$ cat src/rtl/rainbow_pkg.sv
// rainbow_pkg: shared constants and state encoding for the rainbow ramp sequencer.
// Latency: n/a (declarations only).
// Backpressure: n/a.
package rainbow_pkg;

  // Counter width for the tick divider and both per-channel counters.
  localparam int CNT_W = 12;

  // Default PWM period in CLK cycles; it matches the downstream PWM channels.
  localparam int FREQ_DEF = 2400;

  // Default start delays in PWM periods. The triangle period is 2*(FREQ-1) ticks.
  // G sits at about 120 degrees and B at about 240 degrees, both rounded to even.
  localparam int DLY_R_DEF = 0;
  localparam int DLY_G_DEF = 1600;
  localparam int DLY_B_DEF = 3198;

  typedef enum logic [1:0] {
    ST_WAIT = 2'd0,
    ST_UP   = 2'd1,
    ST_DOWN = 2'd2
  } chan_state_t;

endpackage

$ cat src/rtl/rgb_flag_chan.sv
// rgb_flag_chan: ramp-direction FSM for one PWM channel (WAIT -> UP <-> DOWN) with sticky error.
// Latency: tick or stt_event is acted on at the next CLK edge; flag and err are registered.
// Backpressure: none; every tick and event is consumed in the cycle it is presented.
// Ports: CLK, RST_N (async, active low); tick = PWM duty step cycle; stt_event = rising edge of the
//        channel's duty-at-top; flag = 1 rising / 0 falling; err = sticky protocol error.
module rgb_flag_chan
  import rainbow_pkg::*;
#(
  parameter int FREQ = FREQ_DEF,
  parameter int DLY  = 0          // start delay in ticks; keep it even so WAIT ends on flag=1
) (
  input  logic CLK,
  input  logic RST_N,
  input  logic tick,
  input  logic stt_event,
  output logic flag,
  output logic err
);

  localparam logic [CNT_W-1:0]  DLY_V  = CNT_W'(DLY);
  localparam logic [CNT_W-1:0]  TOP    = CNT_W'(FREQ - 1);
  localparam logic [CNT_W-1:0]  TURN   = CNT_W'(FREQ - 2);
  localparam logic [CNT_W-1:0]  ONE    = CNT_W'(1);
  localparam chan_state_t       RST_ST = (DLY == 0) ? ST_UP : ST_WAIT;

  chan_state_t      state, state_nxt;
  logic [CNT_W-1:0] dly, dly_nxt;
  logic [CNT_W-1:0] dcnt, dcnt_nxt;
  logic             flag_nxt, err_nxt;

  always_ff @(posedge CLK or negedge RST_N) begin
    if (!RST_N) begin
      state <= RST_ST;
      dly   <= DLY_V;
      dcnt  <= '0;
      flag  <= 1'b1;
      err   <= 1'b0;
    end else begin
      state <= state_nxt;
      dly   <= dly_nxt;
      dcnt  <= dcnt_nxt;
      flag  <= flag_nxt;
      err   <= err_nxt;
    end
  end

  // The stt_event branch is tested before tick in every state: an event wins a same-cycle tick.
  always_comb begin
    state_nxt = state;
    dly_nxt   = dly;
    dcnt_nxt  = dcnt;
    flag_nxt  = flag;
    err_nxt   = err;
    unique case (state)
      ST_WAIT: begin
        // The PWM cannot hold its duty, so toggling the direction every tick dithers it 0/1.
        if (stt_event) begin
          err_nxt = 1'b1;
        end else if (tick) begin
          dly_nxt = dly - ONE;
          if (dly == ONE) begin
            state_nxt = ST_UP;
            flag_nxt  = 1'b1;
          end else begin
            flag_nxt = ~flag;
          end
        end
      end
      ST_UP: begin
        flag_nxt = 1'b1;
        if (stt_event) begin
          state_nxt = ST_DOWN;
          flag_nxt  = 1'b0;
          dcnt_nxt  = '0;
        end else if (tick) begin
          // dcnt is the watchdog here: FREQ ticks without reaching the top means the PWM is lost.
          if (dcnt == TOP) begin
            err_nxt  = 1'b1;
            dcnt_nxt = '0;
          end else begin
            dcnt_nxt = dcnt + ONE;
          end
        end
      end
      ST_DOWN: begin
        flag_nxt = 1'b0;
        if (stt_event) begin
          err_nxt = 1'b1;
        end else if (tick) begin
          // The PWM steps down on this same tick and reaches 0.
          // Turning here stops the duty from wrapping.
          if (dcnt == TURN) begin
            state_nxt = ST_UP;
            flag_nxt  = 1'b1;
            dcnt_nxt  = '0;
          end else begin
            dcnt_nxt = dcnt + ONE;
          end
        end
      end
      default: begin
        state_nxt = RST_ST;
      end
    endcase
  end

endmodule

$ cat src/rtl/rainbow_seq.sv
// rainbow_seq: tick divider, STT edge detectors and three phase-shifted ramp FSMs for an RGB PWM.
// Latency: FLAG/ERR respond one CLK edge after the tick or STT event; ERR is the OR of channel flops.
// Backpressure: none; STT inputs are edge-detected and each event is acted on immediately.
// Ports: CLK, RST_N (async, active low); STT_R/G/B = duty-at-top level per PWM channel;
//        FLAG_R/G/B = ramp direction per channel (1 rising); ERR = sticky protocol error.
module rainbow_seq
  import rainbow_pkg::*;
#(
  parameter int FREQ  = FREQ_DEF,
  parameter int DLY_R = DLY_R_DEF,
  parameter int DLY_G = DLY_G_DEF,
  parameter int DLY_B = DLY_B_DEF
) (
  input  logic CLK,
  input  logic RST_N,
  input  logic STT_R,
  input  logic STT_G,
  input  logic STT_B,
  output logic FLAG_R,
  output logic FLAG_G,
  output logic FLAG_B,
  output logic ERR
);

  localparam logic [CNT_W-1:0] TOP   = CNT_W'(FREQ - 1);
  localparam logic [CNT_W-1:0] ALIGN = CNT_W'(2);
  localparam logic [CNT_W-1:0] ONE   = CNT_W'(1);

  logic [CNT_W-1:0] div;
  logic             tick;
  logic [2:0]       stt, stt_d, stt_ev;
  logic [2:0]       chan_err;

  assign stt    = {STT_B, STT_G, STT_R};
  assign stt_ev = stt & ~stt_d;
  assign tick   = (div == TOP);

  always_ff @(posedge CLK or negedge RST_N) begin
    if (!RST_N) begin
      stt_d <= '0;
    end else begin
      stt_d <= stt;
    end
  end

  // An STT event arrives two cycles after the PWM duty step. Loading 2 puts div back in phase
  // with the PWM period counter, whatever drift the free-running count has built up.
  always_ff @(posedge CLK or negedge RST_N) begin
    if (!RST_N) begin
      div <= '0;
    end else if (|stt_ev) begin
      div <= ALIGN;
    end else if (tick) begin
      div <= '0;
    end else begin
      div <= div + ONE;
    end
  end

  rgb_flag_chan #(.FREQ(FREQ), .DLY(DLY_R)) u_chan_r (
    .CLK       (CLK),
    .RST_N     (RST_N),
    .tick      (tick),
    .stt_event (stt_ev[0]),
    .flag      (FLAG_R),
    .err       (chan_err[0])
  );

  rgb_flag_chan #(.FREQ(FREQ), .DLY(DLY_G)) u_chan_g (
    .CLK       (CLK),
    .RST_N     (RST_N),
    .tick      (tick),
    .stt_event (stt_ev[1]),
    .flag      (FLAG_G),
    .err       (chan_err[1])
  );

  rgb_flag_chan #(.FREQ(FREQ), .DLY(DLY_B)) u_chan_b (
    .CLK       (CLK),
    .RST_N     (RST_N),
    .tick      (tick),
    .stt_event (stt_ev[2]),
    .flag      (FLAG_B),
    .err       (chan_err[2])
  );

  // Each channel error is a sticky flop, so the OR has no combinational input path.
  assign ERR = |chan_err;

endmodule
$ cat config.mk
export PLATFORM = sky130hd
export DESIGN_NAME = rainbow_seq
export DESIGN_NICKNAME = d
export VERILOG_FILES = /design/src/rtl/rainbow_pkg.sv /design/src/rtl/rgb_flag_chan.sv /design/src/rtl/rainbow_seq.sv
export SDC_FILE = /design/constraint.sdc
export NUM_CORES = 1
export LEC_CHECK = 0
export BUFFER_PORTS_ARGS = -buffer_cell sky130_fd_sc_hd__buf_2
export CELL_PAD_IN_SITES_DETAIL_PLACEMENT = 1
export CELL_PAD_IN_SITES_GLOBAL_PLACEMENT = 2
export CORE_ASPECT_RATIO = 2
export CORE_UTILIZATION = 45
export CTS_CLUSTER_DIAMETER = 80
export DETAILED_ROUTE_END_ITERATION = 6
export PLACE_DENSITY = 0.95
export SYNTH_ARGS = -nofsm -noshare
export SYNTH_HDL_FRONTEND = slang
export SYNTH_SLANG_ARGS = --single-unit
$ cat constraint.sdc
create_clock -name CLK -period 6.7 [get_ports CLK]
set_input_delay 0.335 -clock CLK [delete_from_list [all_inputs] [get_ports CLK]]
set_output_delay 0.335 -clock CLK [all_outputs]
set_load 0.05 [all_outputs]
==> results of run 1 <==
## final cells by class
class / count / area, um^2
clock inverter: 6 / 55.1
tap: 145 / 181
sequential: 99 / 2500
clock buffer: 10 / 239
multi-input combinational: 414 / 2780
inverter: 23 / 86.3
timing repair buffer: 10 / 60.1
fill: 1354 / 5870
## through the flow
| stage | power (mW) | setup slack [ps] | util, % | hold slack [ps] | cell area [um^2] |
|---|---|---|---|---|---|
| 6_report | 1.37 | 3840 | 50.1 | 126 | 5900 |
| 5_1_grt | 1.43 | 3560 | 50.1 | 129 | 5900 |
| 4_1_cts | 1.38 | 3830 | 50.1 | 114 | 5900 |
| 3_5_place_dp | 0.861 | 3870 | 47.6 | 304 | 5600 |
| 3_3_place_gp | 0.848 | 4020 | 47.6 | 301 | 5600 |
| 2_1_floorplan | 0.798 | 4530 | - | 39.4 | 5430 |
## worst paths after layout
check / end / slack (ps) / cells after the start
worst max-delay path: u_chan_r.dcnt[10] / 3840 / 5
worst min-delay path: stt_d[2] / 130 / 1
worst max register to register: u_chan_r.dcnt[10] / 3840 / 5
worst min register to register: u_chan_r.dly[7] / 480 / 1
max in group asynchronous: u_chan_r.dcnt[3] / 5020 / 3
min in group asynchronous: u_chan_g.dcnt[9] / 470 / 2
## logic make-up (layout without fill, tap and decap cells)
family                     count (synthesis)  count (layout)  synth area share, %
AOI/OAI and AO/OA                         84              84                 10.8
xor gates and xnor gates                  54              54                 8.70
adders and majority gates                 27              27                 6.22
buffers and inverters                     38              49                 2.83
DFF                                       99              99                 45.9
muxes                                      9               9                 1.80
and+or+nand+nor                          240             240                 23.7
## registers in the layout, indices dropped and copies added (netlist names), 2 cells and up
signal / cells
stt_d: 3
u_chan_r.dly: 12
u_chan_b.dly: 12
u_chan_b.dcnt: 12
u_chan_g.dcnt: 12
u_chan_b.state: 2
u_chan_g.state: 2
u_chan_r.dcnt: 12
u_chan_r.state: 2
u_chan_g.dly: 12
div: 12
## Yosys cell counts, drive strengths merged, types with 14 or more instances
library cell | n | share of area (%)
dfstp | 15 | 7.3
nand2 | 36 | 2.5
nand4 | 17 | 2.0
nor2 | 62 | 4.3
dfrtp | 84 | 39
o21ai | 30 | 2.8
ha | 27 | 6.2
nand3 | 32 | 3.0
inv | 23 | 1.6
xnor2 | 39 | 6.3
nor4 | 21 | 2.4
xor2 | 15 | 2.4
a22o | 19 | 3.1
and3 | 14 | 1.6
## metal layers
metal | up-vias | GRT usage (%)
li1 | 1978 | -
met1 | 2140 | 22.8
met2 | 43 | 43.7
met3 | 27 | 2.96
met4 | 0 | 9.78
met5 | - | 0
## power groups by stage
stage | sequential [mW] | combinational [mW] | clock (mW)
2_1_floorplan | 0.666 | 0.133 | 0
3_3_place_gp | 0.658 | 0.190 | 0
3_5_place_dp | 0.661 | 0.199 | 0
4_1_cts | 0.650 | 0.201 | 0.532
5_1_grt | 0.653 | 0.224 | 0.554
6_report | 0.650 | 0.198 | 0.518
==> results.sh, run 1 <==
export IMPL_timing_worst_setup_path_type="reg2reg"
export IMPL_crit_start="u_chan_r.dcnt[5]"
export IMPL_cp_cell_sequence="nor4bb_1, nand3_1, a22oi_1, nor2_1, a221o_1"
export IMPL_dp_hpwl_um=9510
export IMPL_clk_latency_ps=350
export IMPL_powerDensity_nw_per_um2=231
export IMPL_grt_antenna_before_repair=0
export IMPL_synth_warning_count=0
export IMPL_num_rows=56
export IMPL_syn_nets=583
export IMPL_fin_crit_sh_pct=42.7
export IMPL_internal_power_uw=971
export IMPL_cts_resized_gates=0
export IMPL_tightestPinTransition_ps=954
export IMPL_hold_class="in2reg"
export IMPL_status="completed"
export IMPL_final_cell_count_no_fill=707
export IMPL_grt_pass1_wl_um=22100
export IMPL_drive_gt1_share_pct=10.7
export IMPL_dr_pass1_iters=4
export IMPL_synth_ff_type="dfrtp_1"
export IMPL_syn_area_um2=5430
export IMPL_drc=0
export IMPL_met2_length_um=7470
export IMPL_h_tree_depth=3
export IMPL_chipHeight_um=157
export IMPL_setup_viol_count_final=0
export IMPL_gp_congestion=0.810
export IMPL_r2r_start="u_chan_r.dcnt[5]"
export IMPL_max_stage_delay_ps=750
export IMPL_synthCells=551
export IMPL_worst_clock_skew_ps=8.38
export IMPL_final_cell_mix="84 x dfrtp_1, 61 x nor2_1, 39 x xnor2_1"
export IMPL_post_drt_wl_per_cell_um=18.1
export IMPL_cts_root_buf="clkbuf_16"
export IMPL_crit_arrival_ps=3090
export IMPL_initial_core_util_pct=46.2
export IMPL_max_clock_freq_ghz=0.349
export IMPL_hold_viol_final=0
export IMPL_ys_ff_latch=99
export IMPL_cpMaxStageDelayCell="a22oi_1"
export IMPL_leakage_nw=2.53
export IMPL_power_frac_comb_pct=14.5
export IMPL_swShare_pct=28.9
export IMPL_clock_sinks=99
export IMPL_wl_um=12800
export IMPL_grt_max_degree=68
export IMPL_avgSynthCellArea_um2=9.86
export IMPL_final_common_cell="dfrtp_1"
export IMPL_cts_buffer_depth=2
export IMPL_grt_pass1_vias=4706
export IMPL_yosysSeqAreaShare_pct=45.9
export IMPL_drv_cap=0
export IMPL_postCtsSetupBuffers=0
export IMPL_path_buf_inv=0
export IMPL_antenna_left=0
export IMPL_cts_made_buffers=9
export IMPL_drt_iter0_markers=156
export IMPL_nets=589
export IMPL_via_count=4188
export IMPL_dieWidth_um=79.7
export IMPL_clk_pin_slew_ps=70
export IMPL_critPathMaxFanout=12
export IMPL_rsz0062_at_grt="no"
export IMPL_cp_start_kind="flop"
export IMPL_via_per_inst=5.92
export IMPL_area_growth_pct=8.61
export IMPL_portBuffers=8
export IMPL_die_area_um2=12500
export IMPL_drv_slew=0
export IMPL_dp_cells=690
export IMPL_power_share_clock_pct=38.0
export IMPL_cts_tree="done"
export IMPL_highest_layer="met4"
export IMPL_endpoint_kind="flop"
export IMPL_wl_met1_um=4820
export IMPL_wl_met3_um=191
export IMPL_holdCritStartpoint="STT_B"
export IMPL_fin_setup_tns_ps=0
export IMPL_diodes=0
export IMPL_ir_worst_vdd_uv=130
export IMPL_critPathTopFamily="simple AND/OR/NAND/NOR gates"
export IMPL_synth_edf_count=0
export IMPL_overflow=0
export IMPL_slew_headroom_pct=34.6
export IMPL_seq_power_share_pct=47.6
export IMPL_period_minus_slack_ps=2860
export IMPL_core_um2=11800
export IMPL_postSynth_asyncResetShare_pct=100
export IMPL_ctsHoldBuffers=1
export IMPL_required_ps=6930
export IMPL_grt_usage_pct=22.4
export IMPL_p_sw_uw=395
export IMPL_ys_types=59
export IMPL_ioPinCount=9
Power figures use the tool's default switching activity.
==> run 2, diff against run 1 <==
Settings changed: CORE_UTILIZATION 45 to 41, PLACE_DENSITY 0.95 to 0.9.
Clock period 6.7 ns to 2.66 ns, I/O delays scaled along.
==> run 2 against run 1 <==
Net effect:
- worst setup slack got worse by 3600 ps
- utilization decreased by 3.6 points
- global-route usage decreased by 2.1 points
- die area rose by 9.6%
- via count is 0.84% higher
- total power rose to 2.5 times the previous value
- sequential cell count unchanged
- cell count increased by 3.1%
- combinational power grew to 2.7 times the previous value
- largest cell class unchanged
==> results.sh, run 2 (synthesis gave the netlist of run 1 again) <==
export IMPL_status="completed"
export IMPL_r2r_start="u_chan_g.state[0]"
export IMPL_crit_arrival_ps=2670
export IMPL_drv_slew=0
export IMPL_fin_crit_sh_pct=90.5
export IMPL_final_util_pct=46.5
export IMPL_critPathMaxFanout=12
export IMPL_p_sw_uw=984
export IMPL_grt_usage_pct=20.3
export IMPL_drive_gt1_share_pct=12.7
export IMPL_cp_start_kind="flop"
export IMPL_overflow=0
export IMPL_worst_clock_skew_ps=7.37
export IMPL_dr_pass1_iters=6
export IMPL_final_common_cell="dfrtp_1"
export IMPL_r2r_end="u_chan_g.dcnt[1]"
export IMPL_cts_root_buf="clkbuf_16"
export IMPL_clk_pin_slew_ps=70
export IMPL_setup_viol_count_final=0
export IMPL_postCtsSetupBuffers=0
export IMPL_power_share_clock_pct=37.0
export IMPL_multiInputGateArea_um2=2790
export IMPL_path_buf_inv=1
export IMPL_rsz0062_at_grt="no"
export IMPL_max_stage_delay_ps=780
export IMPL_clock_sinks=99
export IMPL_cts_tree="done"
export IMPL_rr_worst_depth=6
export IMPL_internal_power_mw=2.45
export IMPL_grt_pass1_wl_um=22200
export IMPL_swShare_pct=28.6
export IMPL_portBuffers=8
export IMPL_chipHeight_um=165
export IMPL_seq_power_share_pct=47.5
export IMPL_ir_worst_vdd_uv=425
export IMPL_leakage_nw=2.60
export IMPL_cp_cell_sequence="inv_1, ha_1, mux2i_1, nor2_1, a21boi_4, a211oi_1"
export IMPL_grt_antenna_before_repair=0
export IMPL_grt_max_degree=46
export IMPL_hold_viol_final=0
export IMPL_clk_latency_ps=350
export IMPL_dp_hpwl_um=9650
export IMPL_endpoint_kind="flop"
export IMPL_required_ps=2920
export IMPL_power_total_mw=3.44
export IMPL_register_area_um2=2500
export IMPL_max_clock_freq_ghz=0.415
export IMPL_fillCellCount=1485
export IMPL_slew_headroom_pct=39.2
export IMPL_hold_class="in2async"
export IMPL_final_area_um2=6040
export IMPL_core_um2=13000
export IMPL_critPathTopFamily="multiplexers"
export IMPL_wl_um=13000
export IMPL_diodes=0
export IMPL_h_tree_depth=3
export IMPL_drv_cap=0
export IMPL_cts_made_buffers=9
export IMPL_place_area_um2=5710
export IMPL_nets=604
export IMPL_drc=0
export IMPL_antenna_left=0
export IMPL_rrSetupSlack_ps=250
export IMPL_die_area_um2=13700
export IMPL_cpMaxStageDelayCell="mux2i_1"
export IMPL_area_growth_pct=11.2
export IMPL_via_count=4223
export IMPL_via_per_inst=5.79
export IMPL_power_frac_comb_pct=15.5
export IMPL_ioPinCount=9
export IMPL_initial_core_util_pct=41.8
export IMPL_fin_hold_ws_ps=316
export IMPL_drt_iter0_markers=126
export IMPL_post_drt_wl_per_cell_um=17.8
export IMPL_fin_setup_tns_ps=0
export IMPL_grt_pass1_vias=4618
export IMPL_num_rows=59
export IMPL_powerDensity_nw_per_um2=569
export IMPL_period_minus_slack_ps=2410
export IMPL_timing_worst_setup_path_type="reg2reg"
export IMPL_cts_buffer_depth=2
export IMPL_dieWidth_um=83.4
export IMPL_final_cell_mix="84 x dfrtp_1, 61 x nor2_1, 39 x xnor2_1"
export IMPL_gp_congestion=0.829
export IMPL_tightestPinTransition_ps=887
[run 2: cell count changes in the layout (fill, tap and decap cells not counted), sizes merged]
| cell | previous run | this run |
|---|---|---|
| clkinvlp | 0 | 2 |
| buf | 9 | 21 |
| inv | 27 | 25 |
| dlygate4sd3 | 1 | 4 |
[run 2: power by group through the flow]
stage / Combinational, mW / Clock, mW / Sequential (mW)
final: 0.534 / 1.27 / 1.63
after global routing: 0.595 / 1.36 / 1.64
after floorplan: 0.334 / 0 / 1.68
after CTS: 0.541 / 1.31 / 1.63
after detailed placement: 0.534 / 0 / 1.66
after global placement: 0.511 / 0 / 1.66
[run 2: worst max path at each step]
stage	startpoint	to	slack, ps	cells past startpoint
after floorplan	div[0]	u_chan_r.state[1]	490	8
after global placement	div[7]	u_chan_r.dcnt[0]	320	5
after detailed placement	u_chan_r.dly[6]	u_chan_r.state[1]	60	5
after CTS	u_chan_r.dly[6]	u_chan_r.state[1]	50	5
after global routing	u_chan_r.dly[6]	u_chan_r.state[1]	30	5
final	u_chan_g.state[0]	u_chan_g.dcnt[1]	250	6
[run 2: layer usage]
layer	GRT usage (%)	wire length, um	up-vias
li1	-	-	2005
met1	20.4	4890	2151
met2	40.1	7460	40
met3	3.20	221	27
met4	9.40	401	0
met5	0	0	-
[run 2: cell type report]
class	count	share of cell area (%)
tap	152	3.15
inverter	23	1.43
clock inverter	6	0.807
sequential	99	41.3
multi-input combinational	414	46.2
clock buffer	10	3.95
timing repair buffer	25	3.19
[run 2: per-stage QoR]
stage | setup WS [ps] | cells
global route | 31.4 | 729
finish | 252 | 729
floorplan | 486 | 551
CTS | 51.6 | 729
detailed placement | 55.3 | 709
global placement | 325 | 709
[run 2: timing repair]
item                                    CTS  global route
endpoints found under the setup margin    0             1
endpoints found under the hold margin    34             0
gates resized for setup                   0             1
hold buffers                              4             0
